**config.mk**
```make
export PLATFORM = sky130hd
export DESIGN_NAME = gcm_frame_sequencer_flat
export DESIGN_NICKNAME = d
export VERILOG_FILES = /design/src/rtl/gcm_frame_sequencer_if.sv /design/src/rtl/gcm_frame_sequencer.sv /design/src/flat_wrapper.sv
export SDC_FILE = /design/constraint.sdc
export NUM_CORES = 2
export LEC_CHECK = 0
export ABC_AREA = 1
export CAP_MARGIN = 10
export CORE_AREA = 5 5 299 301
export CTS_CLUSTER_DIAMETER = 150
export DETAILED_ROUTE_END_ITERATION = 8
export DIE_AREA = 0 0 304 306
export PLACE_DENSITY = 0.71
export SLEW_MARGIN = 20
export SYNTH_ARGS = -nofsm -noshare
export SYNTH_HDL_FRONTEND = slang
export SYNTH_SLANG_ARGS = --single-unit
```
**constraint.sdc**
```tcl
create_clock -name clk -period 29.5 [get_ports clk]
set_clock_uncertainty 0.05 [all_clocks]
set_input_delay 7.375 -clock clk [delete_from_list [all_inputs] [get_ports clk]]
set_output_delay 7.375 -clock clk [all_outputs]
set_load 0.03 [all_outputs]
```
**src/rtl/gcm_frame_sequencer_if.sv**
```systemverilog
// ---------------------------------------------------------------------------
// gcm_frame_sequencer_if
// Bundles every non-clock/reset signal of the GCM frame sequencer.
//   master : the sequencer side (drives pops, pushes, AES and GHASH requests)
//   slave  : the surrounding FIFOs, AES block engine and GHASH unit
// Signals:
//   keyReady          round keys loaded; gates the start of a frame
//   rxEmpty/rxData    rx FIFO status and first-word-fall-through head
//   rxPop             consume rx head this cycle
//   txFull/txData     tx FIFO status and write word
//   txPush            write txData this cycle
//   aesStart/aesIn    one-cycle block-encrypt request and its input block
//   aesDone/aesOut    one-cycle completion pulse and E(K, aesIn)
//   ghValid/ghData    GHASH input block and its valid
//   ghLast            marks the length block
//   ghReady           GHASH accepts on ghValid & ghReady
//   ghS/ghSValid      GHASH result and its one-cycle valid pulse
//   finish            one-cycle pulse after the tag has been pushed
//   busy              sequencer is not idle
// ---------------------------------------------------------------------------
interface gcm_frame_sequencer_if;
    logic         keyReady;
    logic         rxEmpty;
    logic [127:0] rxData;
    logic         rxPop;
    logic         txFull;
    logic [127:0] txData;
    logic         txPush;
    logic         aesStart;
    logic [127:0] aesIn;
    logic         aesDone;
    logic [127:0] aesOut;
    logic         ghValid;
    logic [127:0] ghData;
    logic         ghLast;
    logic         ghReady;
    logic [127:0] ghS;
    logic         ghSValid;
    logic         finish;
    logic         busy;

    modport master (
        input  keyReady, rxEmpty, rxData, txFull, aesDone, aesOut,
               ghReady, ghS, ghSValid,
        output rxPop, txData, txPush, aesStart, aesIn, ghValid, ghData,
               ghLast, finish, busy
    );

    modport slave (
        output keyReady, rxEmpty, rxData, txFull, aesDone, aesOut,
               ghReady, ghS, ghSValid,
        input  rxPop, txData, txPush, aesStart, aesIn, ghValid, ghData,
               ghLast, finish, busy
    );
endinterface

```
**src/rtl/gcm_frame_sequencer.sv**
```systemverilog
// ---------------------------------------------------------------------------
// gcm_frame_sequencer
// Sequences one AES-GCM encryption frame: reads the IV / AAD-count / PT-count
// header from the rx FIFO, encrypts J0, streams AAD into GHASH, runs CTR mode
// over the plaintext blocks (ciphertext to both tx FIFO and GHASH), feeds the
// length block and finally pushes tag = S ^ E(K, J0). Full blocks only.
// Ports:
//   clk  rising-edge clock
//   rst  asynchronous active-high reset; aborts any frame in progress
//   bus  gcm_frame_sequencer_if.master (FIFO, AES and GHASH handshakes)
// ---------------------------------------------------------------------------
module gcm_frame_sequencer #(
    parameter int CNT_W = 16
) (
    input  logic                         clk,
    input  logic                         rst,
    gcm_frame_sequencer_if.master        bus
);

    typedef enum logic [3:0] {
        IDLE, HDR_IV, HDR_AAD, HDR_PT, EJ0_REQ, EJ0_WAIT, AAD,
        PT_REQ, PT_WAIT, PT_RX, PT_OUT, LEN, TAG_WAIT, TAG_OUT, DONE
    } state_t;

    state_t             state_q, state_d;
    logic [95:0]        iv_q, iv_d;
    logic [CNT_W-1:0]   aadCnt_q, aadCnt_d;
    logic [CNT_W-1:0]   ptCnt_q, ptCnt_d;
    logic [CNT_W-1:0]   rem_q, rem_d;      // blocks left in the current AAD or PT phase
    logic [127:0]       ctr_q, ctr_d;
    logic [127:0]       ej0_q, ej0_d;
    logic [127:0]       blk_q, blk_d;      // keystream, then ciphertext, then tag
    logic               txDone_q, txDone_d;
    logic               ghDone_q, ghDone_d;
    logic [63:0]        aadBits, ptBits;
    logic               txOk, ghOk;

    // GCM inc32: only the low word counts, wrapping mod 2^32.
    function automatic logic [127:0] inc32(input logic [127:0] c);
        return {c[127:32], c[31:0] + 32'd1};
    endfunction

    always_ff @(posedge clk or posedge rst) begin
        if (rst) begin
            state_q  <= IDLE;
            iv_q     <= '0;
            aadCnt_q <= '0;
            ptCnt_q  <= '0;
            rem_q    <= '0;
            ctr_q    <= '0;
            ej0_q    <= '0;
            blk_q    <= '0;
            txDone_q <= 1'b0;
            ghDone_q <= 1'b0;
        end else begin
            state_q  <= state_d;
            iv_q     <= iv_d;
            aadCnt_q <= aadCnt_d;
            ptCnt_q  <= ptCnt_d;
            rem_q    <= rem_d;
            ctr_q    <= ctr_d;
            ej0_q    <= ej0_d;
            blk_q    <= blk_d;
            txDone_q <= txDone_d;
            ghDone_q <= ghDone_d;
        end
    end

    always_comb begin
        state_d      = state_q;
        iv_d         = iv_q;
        aadCnt_d     = aadCnt_q;
        ptCnt_d      = ptCnt_q;
        rem_d        = rem_q;
        ctr_d        = ctr_q;
        ej0_d        = ej0_q;
        blk_d        = blk_q;
        txDone_d     = txDone_q;
        ghDone_d     = ghDone_q;
        bus.rxPop    = 1'b0;
        bus.txData   = '0;
        bus.txPush   = 1'b0;
        bus.aesStart = 1'b0;
        bus.aesIn    = '0;
        bus.ghValid  = 1'b0;
        bus.ghData   = '0;
        bus.ghLast   = 1'b0;
        bus.finish   = 1'b0;
        bus.busy     = (state_q != IDLE);
        aadBits      = 64'(aadCnt_q) << 7;
        ptBits       = 64'(ptCnt_q) << 7;
        txOk         = txDone_q || !bus.txFull;
        ghOk         = ghDone_q || bus.ghReady;

        case (state_q)
            IDLE: begin
                if (bus.keyReady && !bus.rxEmpty) state_d = HDR_IV;
            end
            HDR_IV: begin
                if (!bus.rxEmpty) begin
                    bus.rxPop = 1'b1;
                    iv_d      = bus.rxData[127:32];
                    state_d   = HDR_AAD;
                end
            end
            HDR_AAD: begin
                if (!bus.rxEmpty) begin
                    bus.rxPop = 1'b1;
                    aadCnt_d  = bus.rxData[CNT_W-1:0];
                    state_d   = HDR_PT;
                end
            end
            HDR_PT: begin
                if (!bus.rxEmpty) begin
                    bus.rxPop = 1'b1;
                    ptCnt_d   = bus.rxData[CNT_W-1:0];
                    state_d   = EJ0_REQ;
                end
            end
            EJ0_REQ: begin
                bus.aesStart = 1'b1;
                bus.aesIn    = {iv_q, 32'h1};
                state_d      = EJ0_WAIT;
            end
            EJ0_WAIT: begin
                if (bus.aesDone) begin
                    ej0_d = bus.aesOut;
                    ctr_d = {iv_q, 32'h2};
                    if (aadCnt_q != '0) begin
                        rem_d   = aadCnt_q;
                        state_d = AAD;
                    end else if (ptCnt_q != '0) begin
                        rem_d   = ptCnt_q;
                        state_d = PT_REQ;
                    end else begin
                        state_d = LEN;
                    end
                end
            end
            AAD: begin
                // AAD goes straight from the rx head into GHASH; the pop is the handshake.
                if (!bus.rxEmpty) begin
                    bus.ghValid = 1'b1;
                    bus.ghData  = bus.rxData;
                    if (bus.ghReady) begin
                        bus.rxPop = 1'b1;
                        rem_d     = rem_q - CNT_W'(1);
                        if (rem_q == CNT_W'(1)) begin
                            if (ptCnt_q != '0) begin
                                rem_d   = ptCnt_q;
                                state_d = PT_REQ;
                            end else begin
                                state_d = LEN;
                            end
                        end
                    end
                end
            end
            PT_REQ: begin
                bus.aesStart = 1'b1;
                bus.aesIn    = ctr_q;
                ctr_d        = inc32(ctr_q);
                state_d      = PT_WAIT;
            end
            PT_WAIT: begin
                // aesOut is only valid during the pulse, so park the keystream.
                if (bus.aesDone) begin
                    blk_d   = bus.aesOut;
                    state_d = PT_RX;
                end
            end
            PT_RX: begin
                if (!bus.rxEmpty) begin
                    bus.rxPop = 1'b1;
                    blk_d     = blk_q ^ bus.rxData;
                    state_d   = PT_OUT;
                end
            end
            PT_OUT: begin
                // tx push and GHASH handshake complete independently; each is
                // issued at most once per block thanks to its done flag.
                bus.txData  = blk_q;
                bus.txPush  = !txDone_q && !bus.txFull;
                bus.ghData  = blk_q;
                bus.ghValid = !ghDone_q;
                if (txOk && ghOk) begin
                    txDone_d = 1'b0;
                    ghDone_d = 1'b0;
                    rem_d    = rem_q - CNT_W'(1);
                    state_d  = (rem_q == CNT_W'(1)) ? LEN : PT_REQ;
                end else begin
                    txDone_d = txOk;
                    ghDone_d = ghOk;
                end
            end
            LEN: begin
                bus.ghValid = 1'b1;
                bus.ghLast  = 1'b1;
                bus.ghData  = {aadBits, ptBits};
                if (bus.ghReady) state_d = TAG_WAIT;
            end
            TAG_WAIT: begin
                if (bus.ghSValid) begin
                    blk_d   = bus.ghS ^ ej0_q;
                    state_d = TAG_OUT;
                end
            end
            TAG_OUT: begin
                bus.txData = blk_q;
                bus.txPush = !bus.txFull;
                if (!bus.txFull) state_d = DONE;
            end
            DONE: begin
                bus.finish = 1'b1;
                state_d    = IDLE;
            end
            default: state_d = IDLE;
        endcase
    end

endmodule

```
**src/flat_wrapper.sv**
```systemverilog
// flat-port wrapper written by rule: the top's interface ports become plain ports
module gcm_frame_sequencer_flat 
#(
    parameter int CNT_W = 16
)
  (clk, rst, bus_keyReady, bus_rxEmpty, bus_rxData, bus_txFull, bus_aesDone, bus_aesOut, bus_ghReady, bus_ghS, bus_ghSValid, bus_rxPop, bus_txData, bus_txPush, bus_aesStart, bus_aesIn, bus_ghValid, bus_ghData, bus_ghLast, bus_finish, bus_busy);
  gcm_frame_sequencer_if bus_i ();
  input  logic clk;
  input  logic rst;
  input wire logic [$bits(bus_i.keyReady)-1:0] bus_keyReady;
  input wire logic [$bits(bus_i.rxEmpty)-1:0] bus_rxEmpty;
  input wire logic [$bits(bus_i.rxData)-1:0] bus_rxData;
  input wire logic [$bits(bus_i.txFull)-1:0] bus_txFull;
  input wire logic [$bits(bus_i.aesDone)-1:0] bus_aesDone;
  input wire logic [$bits(bus_i.aesOut)-1:0] bus_aesOut;
  input wire logic [$bits(bus_i.ghReady)-1:0] bus_ghReady;
  input wire logic [$bits(bus_i.ghS)-1:0] bus_ghS;
  input wire logic [$bits(bus_i.ghSValid)-1:0] bus_ghSValid;
  output wire logic [$bits(bus_i.rxPop)-1:0] bus_rxPop;
  output wire logic [$bits(bus_i.txData)-1:0] bus_txData;
  output wire logic [$bits(bus_i.txPush)-1:0] bus_txPush;
  output wire logic [$bits(bus_i.aesStart)-1:0] bus_aesStart;
  output wire logic [$bits(bus_i.aesIn)-1:0] bus_aesIn;
  output wire logic [$bits(bus_i.ghValid)-1:0] bus_ghValid;
  output wire logic [$bits(bus_i.ghData)-1:0] bus_ghData;
  output wire logic [$bits(bus_i.ghLast)-1:0] bus_ghLast;
  output wire logic [$bits(bus_i.finish)-1:0] bus_finish;
  output wire logic [$bits(bus_i.busy)-1:0] bus_busy;
  assign bus_i.keyReady = bus_keyReady;
  assign bus_i.rxEmpty = bus_rxEmpty;
  assign bus_i.rxData = bus_rxData;
  assign bus_i.txFull = bus_txFull;
  assign bus_i.aesDone = bus_aesDone;
  assign bus_i.aesOut = bus_aesOut;
  assign bus_i.ghReady = bus_ghReady;
  assign bus_i.ghS = bus_ghS;
  assign bus_i.ghSValid = bus_ghSValid;
  assign bus_rxPop = bus_i.rxPop;
  assign bus_txData = bus_i.txData;
  assign bus_txPush = bus_i.txPush;
  assign bus_aesStart = bus_i.aesStart;
  assign bus_aesIn = bus_i.aesIn;
  assign bus_ghValid = bus_i.ghValid;
  assign bus_ghData = bus_i.ghData;
  assign bus_ghLast = bus_i.ghLast;
  assign bus_finish = bus_i.finish;
  assign bus_busy = bus_i.busy;
  gcm_frame_sequencer #(.CNT_W(CNT_W)) u_core (.clk(clk), .rst(rst), .bus(bus_i));
endmodule
```
# ---- Word-level counts from Yosys, hierarchy flattened
# Index checks and enable logic that the tools add are counted.
dict set report word_totals {
  wordCells 123
  inputBits 392
  output_inout_bits 391
  reg_bits 534
  latch_bits 0
  mem_bits_rw 0
  mem_count 0
  rom_bits 0
}
dict set report op_classes {
  n_mux 48
  eq_ne 30
  n_bitwise 4
  n_reduce_logical 28
  order_cmp 0
  n_mul 0
  addsub 2
  div 0
  n_shift 0
}
# operator n
set op_table {}
lappend op_table {{2-to-1 mux 128 bit} 6}
lappend op_table {{one-hot mux 128 bit (3 select lines)} 2}
lappend op_table {{one-hot mux 128 bit (2 select lines)} 2}
lappend op_table {{XOR 128 bit} 2}
lappend op_table {{2-to-1 mux 16 bit} 8}
lappend op_table {{2-to-1 mux 4 bit} 17}
lappend op_table {{one-hot mux 4 bit (14 select lines)} 1}
lappend op_table {{one-hot mux 16 bit (3 select lines)} 1}
lappend op_table {{adder 32 x 1 -> 32 bit, second input constant} 1}
lappend op_table {{nonzero test 16 bit} 2}
lappend op_table {{== test 4 bit, second input constant} 7}
lappend op_table {{inequality test 2 bit, second input constant} 11}
lappend op_table {{== test 16 x 1 -> 1 bit, second input constant} 1}
lappend op_table {{== test 4 x 3 -> 1 bit, second input constant} 4}
lappend op_table {{subtractor 16 x 1 -> 16 bit, second input constant} 1}
lappend op_table {{AND reduction 14 bit} 1}
lappend op_table {{AND reduction 2 bit} 5}
lappend op_table {{== test 4 x 2 -> 1 bit, second input constant} 2}
lappend op_table {{2-to-1 mux 1 bit} 8}
lappend op_table {{inequality test 2 x 1 -> 1 bit, second input constant} 3}
lappend op_table {{AND reduction 6 bit} 1}
lappend op_table {{nonzero test 3 bit} 2}
lappend op_table {{== test 4 x 1 -> 1 bit, second input constant} 1}
lappend op_table {{zero test 1 bit} 4}
lappend op_table {{other kinds (13)} 19}

# ---- Depth between registers and ports, before layout
dict set report depth {
  word_depth 6
  depth_mapped 13
  depth_no_buf 12
}

# ---- Worst setup path after synthesis
# Ideal clock, no wire load.
dict set report synth_path {
  path_kind {in2out}
  start {input bus_rxEmpty}
  end {output bus_ghData[100]}
  t_required_ps 22075
  path_stages 5
  path_buffers 2
  arrival_time_ps 8433
  slack_ps 13642
  path_cell_list {nor2_4 -> inv_2 -> clkbuf_1 -> buf_2 -> o22ai_1}
}
dict set report synth_between {
  elab_chain_len 2
}
# item line_no
set synth_lines {}
lappend synth_lines {{start, declared} flat_wrapper.sv:11} ;# input wire logic [$bits(bus_i.rxEmpty)-1:0] bus_rxEmpty;
lappend synth_lines {{2-to-1 mux 128 bit} gcm_frame_sequencer.sv:142} ;# if (!bus.rxEmpty) begin
lappend synth_lines {{one-hot mux 128 bit (3 select lines)} gcm_frame_sequencer.sv:95} ;# case (state_q)
lappend synth_lines {{end, declared} flat_wrapper.sv:25} ;# output wire logic [$bits(bus_i.ghData)-1:0] bus_ghData;
# No other way between the ends.

# ---- Worst setup path in the final report
dict set report layout_path {
  start {input bus_rxEmpty}
  end {output bus_ghData[49]}
}
# The elaborated chain is that of the path after synthesis.

==> impl_summary.txt <==
----------------------------------------------------
[Status]
  Status ... completed

[Detailed routing]
  Detailed Route WL ... 122 mm
  Count of unresolved DRC violations after routing ... 0
  Length of routed wiring on met1 ... between 40 and 50 mm
  Drt first-iter violations ... 3068
  Detailed Routing Iterations Pass 1 ... 6
  Top layer in use ... met5
  Met3 Wirelength ... 12.5 mm
  Vias after detailed routing ... 29900
  Number of nets with antenna violations after detailed routing ... 0
  Routed length per placed instance ... 21.2 um
  Average via count per standard cell ... just over 5
  Detail Route met2 WL ... around 55 mm

[Synth]
  Cell count after synthesis ... 3899
  Number of synthesis warnings ... 0
  Mean instance size in the synthesized netlist ... 7.53 um2
  Ys flop type ... dfrtp_1
  Asr flop ratio synth ... between 90% and 100%
  Register bit total from synthesis ... 534
  Most area-hungry cell type in the Yosys netlist ... dfrtp_1
  Nets in the synthesized netlist ... 4294
  Count of flip-flops with a built-in enable after synthesis ... 0
  Library cells used by synthesis ... 34
  Share of synthesized area occupied by flip-flops and latches ... a little under half
  Synth area leaders ... dfrtp_1 46%, nand2_1 14%, o21ai_0 8.6%
  Synth top area share ... 45.5%
  Post-Synthesis Cell Area ... roughly 0.029 mm2

[Placed design]
  Count of buffers inserted at the top-level ports ... roughly 780
  Half-perimeter wire length of the detailed placement result ... 88.1 mm
  Global placement routability congestion ... 0.921

[STA]
  Unrepaired setup endpoints after global routing ... false
  Setup Viol. Count Final ... 0
  Max frequency ... 56.5 MHz
  Final hold violations ... 0
  Max Transition Viols Final ... 0
  Worst Max-Slew Pin Slew ... around 1100 ps
  Max-slew headroom ... ~30%
  Min Tclk post-route ... ~18000 ps
  Post-Route Setup TNS ... 0 ps
  Period utilisation layout ... roughly three fifths

[Clock tree]
  Buffer levels on the longest clock path ... 3
  Htree depth ... 2
  Total clock buffers created by CTS ... 59
  Count of clock tree sinks ... 534
  Library cell used as clock root buffer ... clkbuf_16
  Number of gates resized after cts ... 0
  Clock-pin slew on the worst setup and hold paths ... 50 ps
  Post-CTS Setup Bufs ... 0
  Post-CTS Hold Buffers ... 0
  Clock latency on the worst-skew pair ... between 600 and 700 ps
  Clock tree from TritonCTS ... built

[Floorplanning]
  Site row count ... roughly 110
  Area of the die ... 0.0930 mm2
  Die Span Y ... 306 um
  Area of the core ... 0.0863 mm2
  Initial standard-cell utilization of the core ... between 30% and 40%
  Chip width ... 304 um
  # IOs ... around 780

[GRT]
  Largest net degree at the start of global routing ... roughly 130
  Global-route congestion overflow total ... 0
  Global-route wire length before repair ... between 150 and 200 mm
  Antenna violations before repair ... 18
  GRT Overall Usage ... 24.9%
  Number of global-route vias before repair ... 28400

[Power and ir drop]
  Leakage power total ... ~18 nW
  Worst IR drop on VDD ... 0.0363 mV
  Power per cell area ... 45.8 mW/mm2
  Power, Total ... between 1.5 and 2 mW

[Critical path]
  Count of cells along the worst register-to-register path ... 9
  Kind of start point of the critical path ... input pin
  Reg2reg start ... u_core.state_q[3]$_DFFE_PP0P_
  Critical setup path kind ... input pin to output port
  Critical Path Fanout Max ... 79
  Timing startpoint of the critical path ... bus_rxEmpty
  Timing endpoint of the critical path ... bus_ghData[49]
  Req. time, crit path ... around 22000 ps
  Arrival time at the worst endpoint ... 10270 ps
  Capture point of the worst reg-to-reg path ... u_core.blk_q[11]$_DFFE_PP0P_
  Type of destination of the critical path ... output port
  Register-to-register path setup slack ... 25070 ps

[Finish]
  Total number of nets in the final design ... 4953
  Layout cells sized above 1 ... ~4%
  Synthesis-to-finish area growth ... 37.2%

[Worst hold path]
  Class of the tightest hold or removal check ... flop to flop

[Job]
  Count of max-cap constraint violations ... 0

----------------------------------------------------
[flip-flops by register name, summed over array words and instances (netlist names)]
name / flops
u_core.state_q: 4
u_core.aadCnt_q: 16
u_core.rem_q: 16
u_core.ghDone_q: 1
u_core.ptCnt_q: 16
u_core.txDone_q: 1
u_core.ctr_q: 128
u_core.iv_q: 96
u_core.blk_q: 128
u_core.ej0_q: 128
[critical path, stage by stage]
cell,delay (ps)
clkdlybuf4s50_1,630
nor2_4,80
inv_4,380
buf_4,750
o22ai_1,170
clkdlybuf4s50_1,650
[final cells by class]
type	count	area, um2
antenna	9	22.5
fill	8328	46100
clock inverter	32	498
multi-input combinational	2640	13200
inverter	506	1930
clock buffer	79	1690
tap	1155	1450
timing repair buffer	817	8120
sequential	534	13400
[per-layer routing]
layer  global-route usage (%)  up-vias
met4                     9.63       14
met1                     32.4    14400
met3                     7.52      258
met5                        0        -
met2                     39.3     1386
li1                         -    13800
[layout by cell type, fill, tap and decap left out, types with 3 or more instances in the layout]
cell	instances
a21oi_1	12
inv_4	4
clkbuf_1	7
dfrtp_1	534
nor3_1	17
bufinv_16	12
clkbuf_8	12
nand4_1	12
o221ai_1	150
mux2_2	10
or2_2	4
clkinvlp_4	3
inv_1	495
diode_2	9
nor2_4	6
buf_4	33
clkbuf_16	60
inv_2	3
xor2_1	11
nor2_1	342
o21ai_0	507
ha_1	3
o211ai_1	20
o22ai_1	99
nand2_1	1097
clkdlybuf4s50_1	782
clkinv_2	11
a22oi_1	3
o21ai_1	30
inv_6	6
nor2_2	4
xnor2_1	213
nand3_1	86
[synthesized netlist by cell type (8+ instances only)]
cell type,instances
nor2_1,344
nand3_1,89
o21ai_0,507
a21oi_1,12
xor2_1,11
nor3_1,17
xnor2_1,213
buf_1,12
mux2_2,10
nand2_1,1098
nand4_1,12
o21ai_1,30
o211ai_1,20
inv_2,8
dfrtp_1,534
buf_2,90
o221ai_1,150
inv_1,497
clkbuf_1,116
o22ai_1,99
[how the worst min path moves through the flow]
stage / start / end / slack (ps) / cells past startpoint
after floorplan: u_core.iv_q[95]$_DFFE_PP0P_ / u_core.iv_q[95]$_DFFE_PP0P_ / 400 / 2
after global placement: u_core.ctr_q[127]$_DFFE_PP0P_ / u_core.ctr_q[127]$_DFFE_PP0P_ / 420 / 2
after detailed placement: u_core.ej0_q[23]$_DFFE_PP0P_ / u_core.ej0_q[23]$_DFFE_PP0P_ / 430 / 2
after CTS: u_core.ej0_q[4]$_DFFE_PP0P_ / u_core.ej0_q[4]$_DFFE_PP0P_ / 440 / 2
after global routing: u_core.ej0_q[2]$_DFFE_PP0P_ / u_core.ej0_q[2]$_DFFE_PP0P_ / 460 / 2
final: u_core.ej0_q[4]$_DFFE_PP0P_ / u_core.ej0_q[4]$_DFFE_PP0P_ / 440 / 2
[power breakdown]
group | internal (mW) | switching (mW)
sequential | 0.762 | 0.0177
clock | 0.508 | 0.326
combinational | 0.109 | 0.123
[kinds of logic (layout without fill, tap and decap cells)]
logic type	Yosys count	count (layout)	share of synthesized area, %
mux	10	10	0.384
flops	534	534	45.5
fa+ha+maj	3	3	0.128
simple gates	1576	1576	20.9
xor+xnor	224	224	6.68
other cells	0	9	0
compound gates	827	827	16.7
buf+inv	725	1434	9.67
[through the flow]
step | hold WS [ps] | utilization, % | worst slack, ps | cell area [um2] | instances
finish | 440 | 46.7 | 11810 | 40300 | 5772
detailed placement | 429 | 44.0 | 11860 | 38000 | 5651
floorplan | 403 | - | 7150 | 29400 | 3899
global route | 458 | 46.6 | 11760 | 40300 | 5766
global placement | 423 | 44.0 | 12040 | 38000 | 5651
CTS | 443 | 46.6 | 11850 | 40200 | 5762
Power figures use the tool's default switching activity.
